**config.mk**
```make
export PLATFORM = sky130hd
export DESIGN_NAME = ring_seq_ctrl
export DESIGN_NICKNAME = d
export VERILOG_FILES = /design/src/rtl/ring_seq_pkg.sv /design/src/rtl/ring_shift_reg.sv /design/src/rtl/ring_seq_ctrl.sv
export SDC_FILE = /design/constraint.sdc
export NUM_CORES = 1
export LEC_CHECK = 0
export CORE_UTILIZATION = 45
export DETAILED_ROUTE_END_ITERATION = 10
export GPL_TIMING_DRIVEN = 0
export PLACE_DENSITY = 0.74
export REMOVE_ABC_BUFFERS = 1
export SLEW_MARGIN = 20
export SYNTH_ARGS = -nofsm -noshare
export SYNTH_HDL_FRONTEND = slang
export SYNTH_SLANG_ARGS = --single-unit
```
**constraint.sdc**
```tcl
create_clock -name CLK -period 2.21 [get_ports CLK]
set_input_delay 0.221 -clock CLK [delete_from_list [all_inputs] [get_ports CLK]]
set_output_delay 0.221 -clock CLK [all_outputs]
set_load 0.005 [all_outputs]
```
**src/rtl/ring_seq_pkg.sv**
```systemverilog
// ring_seq_pkg
//   Shared definitions for the ring sequencer: ring advance mode codes and
//   the controller state encoding (binary, 2 bits).
package ring_seq_pkg;

  localparam logic [1:0] MODE_ROT  = 2'b00;  // plain rotate
  localparam logic [1:0] MODE_JOHN = 2'b01;  // Johnson (inverted feedback)
  localparam logic [1:0] MODE_SER  = 2'b10;  // serial shift-in from SIN
  localparam logic [1:0] MODE_HOLD = 2'b11;  // ring frozen, counter still runs

  typedef enum logic [1:0] {
    S_IDLE = 2'b00,
    S_LOAD = 2'b01,
    S_RUN  = 2'b10,
    S_FIN  = 2'b11
  } state_t;

  function automatic logic is_busy(input state_t s);
    return (s == S_LOAD) || (s == S_RUN);
  endfunction

endpackage

```
**src/rtl/ring_shift_reg.sv**
```systemverilog
// ring_shift_reg
//   WIDTH-stage ring of D stages. Stage i feeds stage i+1; the feedback into
//   stage 0 is selected by mode.
// Ports:
//   clk   rising-edge clock
//   clr   synchronous clear (highest priority)
//   load  parallel load of seed
//   step  advance the ring one position
//   mode  feedback select (rotate / Johnson / serial / hold)
//   seed  parallel load value
//   sin   serial input used in serial mode
//   q     stage values, bit 0 = first stage
//   qp    complement of q
module ring_shift_reg
  import ring_seq_pkg::*;
#(
  parameter int WIDTH = 4
) (
  input  logic             clk,
  input  logic             clr,
  input  logic             load,
  input  logic             step,
  input  logic [1:0]       mode,
  input  logic [WIDTH-1:0] seed,
  input  logic             sin,
  output logic [WIDTH-1:0] q,
  output logic [WIDTH-1:0] qp
);

  logic feed;

  always_comb begin
    feed = q[WIDTH-1];
    case (mode)
      MODE_ROT:  feed = q[WIDTH-1];
      MODE_JOHN: feed = ~q[WIDTH-1];
      MODE_SER:  feed = sin;
      default:   feed = q[WIDTH-1];
    endcase
  end

  always_ff @(posedge clk) begin
    if (clr) begin
      q <= '0;
    end else if (load) begin
      q <= seed;
    end else if (step && (mode != MODE_HOLD)) begin
      q <= {q[WIDTH-2:0], feed};
    end
  end

  // Complement rail is decoded straight from the stage flops.
  assign qp = ~q;

endmodule

```
**src/rtl/ring_seq_ctrl.sv**
```systemverilog
// ring_seq_ctrl
//   Sequencer for a WIDTH-stage ring: captures mode/seed/step count on START,
//   loads the seed, advances the ring the programmed number of steps and
//   flags completion with a one-cycle DONE pulse. ABORT returns to idle with
//   the ring and remaining count frozen.
//
//   state | meaning
//   IDLE  | waiting for START, ring holds
//   LOAD  | ring <= captured seed, REM <= captured step count
//   RUN   | one ring advance and one REM decrement per cycle
//   FIN   | DONE pulse, back to IDLE next cycle
//
// Ports:
//   CLK    rising-edge clock
//   RST    synchronous active-high reset
//   START  begin a sequence (IDLE only)
//   ABORT  stop a sequence without DONE
//   MODE   00 rotate, 01 Johnson, 10 serial, 11 hold (captured on START)
//   SEED   initial ring value (captured on START)
//   STEPS  number of advance steps (captured on START)
//   SIN    serial input for serial mode
//   Q/QP   ring stage values and complement
//   BUSY   high in LOAD and RUN
//   DONE   one-cycle pulse in FIN
//   REM    steps remaining
module ring_seq_ctrl
  import ring_seq_pkg::*;
#(
  parameter int WIDTH = 4,
  parameter int CNT_W = 8
) (
  input  logic             CLK,
  input  logic             RST,
  input  logic             START,
  input  logic             ABORT,
  input  logic [1:0]       MODE,
  input  logic [WIDTH-1:0] SEED,
  input  logic [CNT_W-1:0] STEPS,
  input  logic             SIN,
  output logic [WIDTH-1:0] Q,
  output logic [WIDTH-1:0] QP,
  output logic             BUSY,
  output logic             DONE,
  output logic [CNT_W-1:0] REM
);

  state_t            state;
  state_t            state_nxt;
  logic [1:0]        mode_r;
  logic [WIDTH-1:0]  seed_r;
  logic [CNT_W-1:0]  steps_r;
  logic [CNT_W-1:0]  rem_r;
  logic              capture;
  logic              load_en;
  logic              step_en;

  always_ff @(posedge CLK) begin
    if (RST) begin
      state <= S_IDLE;
    end else begin
      state <= state_nxt;
    end
  end

  // ABORT is checked before any load/step so the ring and REM stay exactly
  // where they were when the sequence was stopped.
  always_comb begin
    state_nxt = state;
    capture   = 1'b0;
    load_en   = 1'b0;
    step_en   = 1'b0;
    case (state)
      S_IDLE: begin
        if (START && !ABORT) begin
          capture   = 1'b1;
          state_nxt = S_LOAD;
        end
      end
      S_LOAD: begin
        if (ABORT) begin
          state_nxt = S_IDLE;
        end else begin
          load_en   = 1'b1;
          state_nxt = (steps_r == '0) ? S_FIN : S_RUN;
        end
      end
      S_RUN: begin
        if (ABORT) begin
          state_nxt = S_IDLE;
        end else begin
          step_en = 1'b1;
          if (rem_r == CNT_W'(1)) begin
            state_nxt = S_FIN;
          end
        end
      end
      S_FIN: begin
        state_nxt = S_IDLE;
      end
      default: begin
        state_nxt = S_IDLE;
      end
    endcase
  end

  always_ff @(posedge CLK) begin
    if (RST) begin
      mode_r  <= MODE_ROT;
      seed_r  <= '0;
      steps_r <= '0;
    end else if (capture) begin
      mode_r  <= MODE;
      seed_r  <= SEED;
      steps_r <= STEPS;
    end
  end

  // RUN is only entered with a nonzero count and leaves when it reaches 1,
  // so the decrement can never wrap.
  always_ff @(posedge CLK) begin
    if (RST) begin
      rem_r <= '0;
    end else if (load_en) begin
      rem_r <= steps_r;
    end else if (step_en) begin
      rem_r <= rem_r - CNT_W'(1);
    end
  end

  ring_shift_reg #(
    .WIDTH (WIDTH)
  ) u_ring (
    .clk  (CLK),
    .clr  (RST),
    .load (load_en),
    .step (step_en),
    .mode (mode_r),
    .seed (seed_r),
    .sin  (SIN),
    .q    (Q),
    .qp   (QP)
  );

  assign BUSY = is_busy(state);
  assign DONE = (state == S_FIN);
  assign REM  = rem_r;

endmodule

```
Yosys cells after proc, flatten, opt, wreduce, memory -nomap -nowiden:

Index checks and enable logic that the tools add are counted.

* register bits after elaboration: 28
* output and inout port bits: 18
* word-level logic and storage cells: 43

* add/sub/neg operators: 1
* equality and inequality tests: 9
* muxes and demuxes: 16
* bitwise gates (word level): 2
* reductions and logical operators: 9

Operator list (count)
* $mux W8: 2
* $eq A8 B1 Y1 const B: 1
* $logic_not A8 Y1: 1
* $mux W2: 4
* $mux W4: 2
* $pmux W2 S4: 1
* $sub A8 B1 Y8 const B: 1
* $eq A2 B2 Y1 const B: 3
* $mux W1: 6
* $eq A2 B1 Y1 const B: 2
* $ne A2 B2 Y1 const B: 2
* $not A4 Y4: 1
* $reduce_bool A2 Y1: 2
* $ne A3 B3 Y1 const B: 1
* $logic_and A1 B1 Y1: 2
* $logic_not A2 Y1: 1
* $pmux W1 S2: 1
* $reduce_and A2 Y1: 1
* $logic_not A1 Y1: 1
* $logic_or A1 B1 Y1: 1
* $not A1 Y1: 1

Longest topological paths before layout:

* depth after elaboration: 5
* gate-level depth with buffers: 7
* mapped depth without buffers: 6

By module:

A second synthesis with hierarchy kept.

* cells, all modules: 189
* area, all modules: 1506.4 um^2

By module, submodules not included
* ring_seq_ctrl: times used 1, cells an instance 153, area each 1204.9 um^2, sequential area each 480.5 um^2
* ring_shift_reg: times used 1, cells an instance 36, area each 301.5 um^2, sequential area each 80.1 um^2

Worst setup path after synthesis:

OpenSTA, ideal clock, no wires.

* kind: register -> register
* start: register state[0]
* end: register rem_r[5], in the netlist REM[5]
* setup time: 0.058 ns
* data arrival time: 1.513 ns
* setup slack: 0.639 ns
* cell stages (with the launch flop): 8
* buffers on the path: 1
* clock period less this slack: 1.571 ns
* cell sequence: dfxtp_1 -> inv_1 -> ha_1 -> buf_2 -> or4b_4 -> nor4_1 -> o22ai_1 -> nand2_1

* word-level cells in the longest chain between the ends: 3
* elaborated cells on any way between the ends: 6
* those cells by class: eq/ne: 2; mux: 3; reduce/logical: 1

Ends and longest elaborated chain
* from (decl): line ring_seq_ctrl.sv:47 `state_t state;`
* from (signal assigned): line ring_seq_ctrl.sv:61 `state <= state_nxt;`
* $eq A2 B1 Y1 or $eq A2 B2 Y1 (tied branches): line ring_seq_ctrl.sv:72 `case (state)`
* $mux W1: line ring_seq_ctrl.sv:72
* $mux W8 or $reduce_bool A2 Y1 (tied branches)
* to (signal assigned): line ring_seq_ctrl.sv:124 `rem_r <= steps_r;`
* to (signal assigned): line ring_seq_ctrl.sv:126 `rem_r <= rem_r - CNT_W'(1);`
* to (decl): line ring_seq_ctrl.sv:52 `logic [CNT_W-1:0] rem_r;`

Several ways; a longest one is shown, not always the timed one.
A chain may end at the register's enable or synchronous reset.

Worst setup path in the final report:

* start: register state[1]
* end: register state[0]

* word-level cells in the longest chain between the ends: 3
* elaborated cells on any way between the ends: 8
* those cells by class: eq/ne: 5; mux: 1; reduce/logical: 2

Ends and longest elaborated chain (line)
* $eq A2 B2 Y1 or $logic_not A2 Y1 (tied branches): ring_seq_ctrl.sv:72
* $ne A3 B3 Y1 (no source line) or $ne A2 B2 Y1 (tied branches)
* $reduce_and A2 Y1 (no source line)

Several ways; a longest one is shown, not always the timed one.

==> impl_metrics.csv <==
group,metric,value,unit
routing,drtIter0Drc,66,
timing,setup_viol,0,
finish,final_common_cell,"nand2_1",
synth,synth_area_leaders,"dfxtp_1 (38%), nand2_1 (9.6%), ha_1 (8.4%)",
critical_path,r2r_slack,0.34,ns
power_and_ir_drop,totalPowerFinal,0.00115,W
timing,slew_viol_final,0,
routing,via_per_inst,5.42,
floorplan,die_y,59.5,um
power_and_ir_drop,power_density,604,nW/um^2
critical_path,reg2reg_depth,5,
clock_tree,clockRootBuffer,"clkbuf_4",
job,drv_cap,0,
place,routabilityCongestion,0.799,
synth,synth_cell_types,39,
critical_path,cp_data_arrival_time,2.11,ns
global_routing,grt-ovfl-total,0,
finish,fin_util,0.616,
critical_path,crit_start,"state[1]$_SDFFE_PP0P_",
floorplan,rows,20,
timing,worst_pin_slew,1.09,ns
floorplan,initial_core_util,0.479,
critical_path,path_cells,"inv_1, ha_1, nor2b_4, nand3_1, a221oi_2",
finish,instances_no_fill,262,
floorplan,ios,37,
clock_tree,cts_tree,"built",
critical_path,crit_fanout,15,
synth,syn_inst,186,
finish,fin_nets,248,
clock_tree,cts_buffers,3,
critical_path,cp.required,2.45,ns
clock_tree,cts-htree-levels,1,
timing,relSlewSlack,0.272,
routing,drc,0,
timing,finalWorstSetupSlack,0.345,ns
routing,routed_wl,3390,um
clock_tree,clockBufferDepth,2,
clock_tree,cts_sinks,28,
critical_path,reg2reg_to,"state[0]$_SDFFE_PP0P_",
critical_path,crit_slowest_cell,"ha_1",
floorplan,dieArea,3540,um^2
synth,syn_avg_cell_area,8.00,um^2
outcome,outcome,"finished clean",
critical_path,worst_setup_path_end_kind,"register",
timing,finClkSkew,0.00516,ns
global_routing,track_usage,0.205,
synth,yosysWarnings,0,
critical_path,slowest_delay,0.47,ns
critical_path,start_kind,"register",
routing,first_pass_iters,4,
clock_tree,clock_latency,0.33,ns
place,port-buffer-count,36,
finish,num_antenna_cells,0,
global_routing,grt_max_degree,29,
clock_tree,cts_hold_buf,0,
critical_path,endpoint,"state[0]$_SDFFE_PP0P_",
synth,ys_seq_area_frac,0.377,
routing,via_count,1421,
routing,wire_per_inst,12.9,um
synth,synth_top_area_share,0.377,
routing,ant_nets,0,
place,place_inst,258,
place,pre_cts_slack,-0.186,ns
timing,post-route-min-period,1.87,ns
synth,netlist_area,1490,um^2
synth,yosys_register_bits,28,
global_routing,grt_pass1_vias,1177,
timing,rsz0062_at_grt,"false",
floorplan,core-area,3100,um^2
timing,max_clock_freq,0.536,GHz
worst_hold_path,worst_hold_path_type,"in2reg",
global_routing,antenna_found_initial,0,
timing,hold_viol,0,
critical_path,reg2reg_from,"state[1]$_SDFFE_PP0P_",
critical_path,crit_type,"reg2reg",
power_and_ir_drop,vdd_drop_max,478,uV
finish,syn_to_final_growth,28.4,%
finish,final_cell_mix,"nand2_1 (38), clkdlybuf4s50_1 (35), dfxtp_1 (28)",
timing,min_period_over_period,0.844,
power_and_ir_drop,power.leakage,0.705,nW
global_routing,grt_first_pass_wirelength,5570,um
place,dp_hpwl,2440,um
floorplan,fp.dieW,59.5,um
synth,synth.largest_area_cell,"dfxtp_1",
clock_tree,clkTransAtPathRegs,0.15,ns
finish,drive_gt1_frac,0.0688,
[critical path, delay by kind of cell, from the launching register on]
kind | cells | cell delay (ns)
flip-flops | 1 | 0.36
AO/OA/AOI/OAI | 1 | 0.28
AND/OR/NAND/NOR | 2 | 0.55
buffers and inverters | 1 | 0.12
adder cells (fa/ha/maj) | 1 | 0.47
[layout make-up]
class                           instances  area, um^2
Fill cell                             306        1190
Multi-Input combinational cell        136         843
Sequential cell                        28         561
Timing Repair Buffer                   36         363
Tap cell                               44        55.1
Inverter                               14        52.6
Clock buffer                            4        36.3
[stage by stage]
step / area, um^2 / hold slack (ns) / TNS, ns
after detailed placement: 1860 / 0.450 / -0.281
after global placement: 1860 / 0.443 / -0.166
after global routing: 1910 / 0.408 / 0
after floorplan: 1450 / 0.287 / 0
after CTS: 1900 / 0.407 / 0
final: 1910 / 0.417 / 0
[worst min-delay path by stage]
stage,slack [ns],depth (start not counted),to,from
2_1_floorplan,0.29,1,state[0]$_SDFFE_PP0P_,RST
3_3_place_gp,0.44,2,seed_r[1]$_SDFFE_PP0P_,seed_r[1]$_SDFFE_PP0P_
3_5_place_dp,0.45,2,seed_r[1]$_SDFFE_PP0P_,seed_r[1]$_SDFFE_PP0P_
4_1_cts,0.41,3,steps_r[6]$_SDFFE_PP0P_,STEPS[6]
5_1_grt,0.41,3,seed_r[0]$_SDFFE_PP0P_,SEED[0]
6_report,0.42,3,steps_r[6]$_SDFFE_PP0P_,STEPS[6]
[logic make-up (layout without fill, tap and decap cells)]
kind of cell	Yosys count	in the layout	share of synthesized area
adder cells (fa/ha/maj)	10	10	0.0841
buffers and inverters	22	54	0.0639
flip-flops	28	28	0.377
AND/OR/NAND/NOR	72	72	0.235
XOR/XNOR	2	2	0.0118
AO/OA/AOI/OAI	52	52	0.228
[cells in the mapped netlist]
cell and instances:
or4b_4 1, o41ai_2 1, or4b_1 1, nor4_1 3, a221oi_2 1, ha_1 10, nand2b_1 2, clkbuf_1 3
xnor2_1 1, nor3_1 1, a21oi_1 24, inv_1 14, nor2b_1 3, nor3b_1 1, a21bo_2 1, or3_4 1
nand2_2 1, buf_2 4, o21ai_0 6, o22ai_1 3, nor4b_1 1, dfxtp_1 28, o31ai_1 2, nor4bb_1 1
o21bai_1 1, nor3b_2 1, xor2_1 1, a211oi_1 4, a22oi_1 3, nand2_1 38, a211o_2 1, a22o_1 1
nor2_1 11, o21ai_2 1, buf_6 1, o31a_1 1, nand3_1 5, a221oi_1 2, and2_1 1
[repair_timing]
action | in CTS | in global routing
buffers inserted | 0 | 0
gates resized for setup | 1 | 3
hold endpoints to repair | 0 | 0
setup endpoints to repair | 1 | 4
pin swaps | 0 | 0
[routing by layer]
layer	vias up	global-route usage	wire length [um]	share of wire
li1	705	-	-	-
met1	673	0.293	1590	0.47
met2	41	0.329	1620	0.48
met3	2	0.0393	155	0.046
met4	0	0.0299	21	0.0062
met5	-	0	0	0
[sequential cells by signal, summed over array words and instances (netlist names)]
register,cells
state,2
REM,8
u_ring.q,4
seed_r,4
mode_r,2
steps_r,8
[power by group]
part           internal, W  switching, W  total (W)  leakage, nW
Sequential        0.000542     0.0000387   0.000581        0.228
Combinational     0.000168      0.000152   0.000320        0.456
Clock             0.000101      0.000151   0.000252       0.0210
Power figures use the tool's default switching activity.
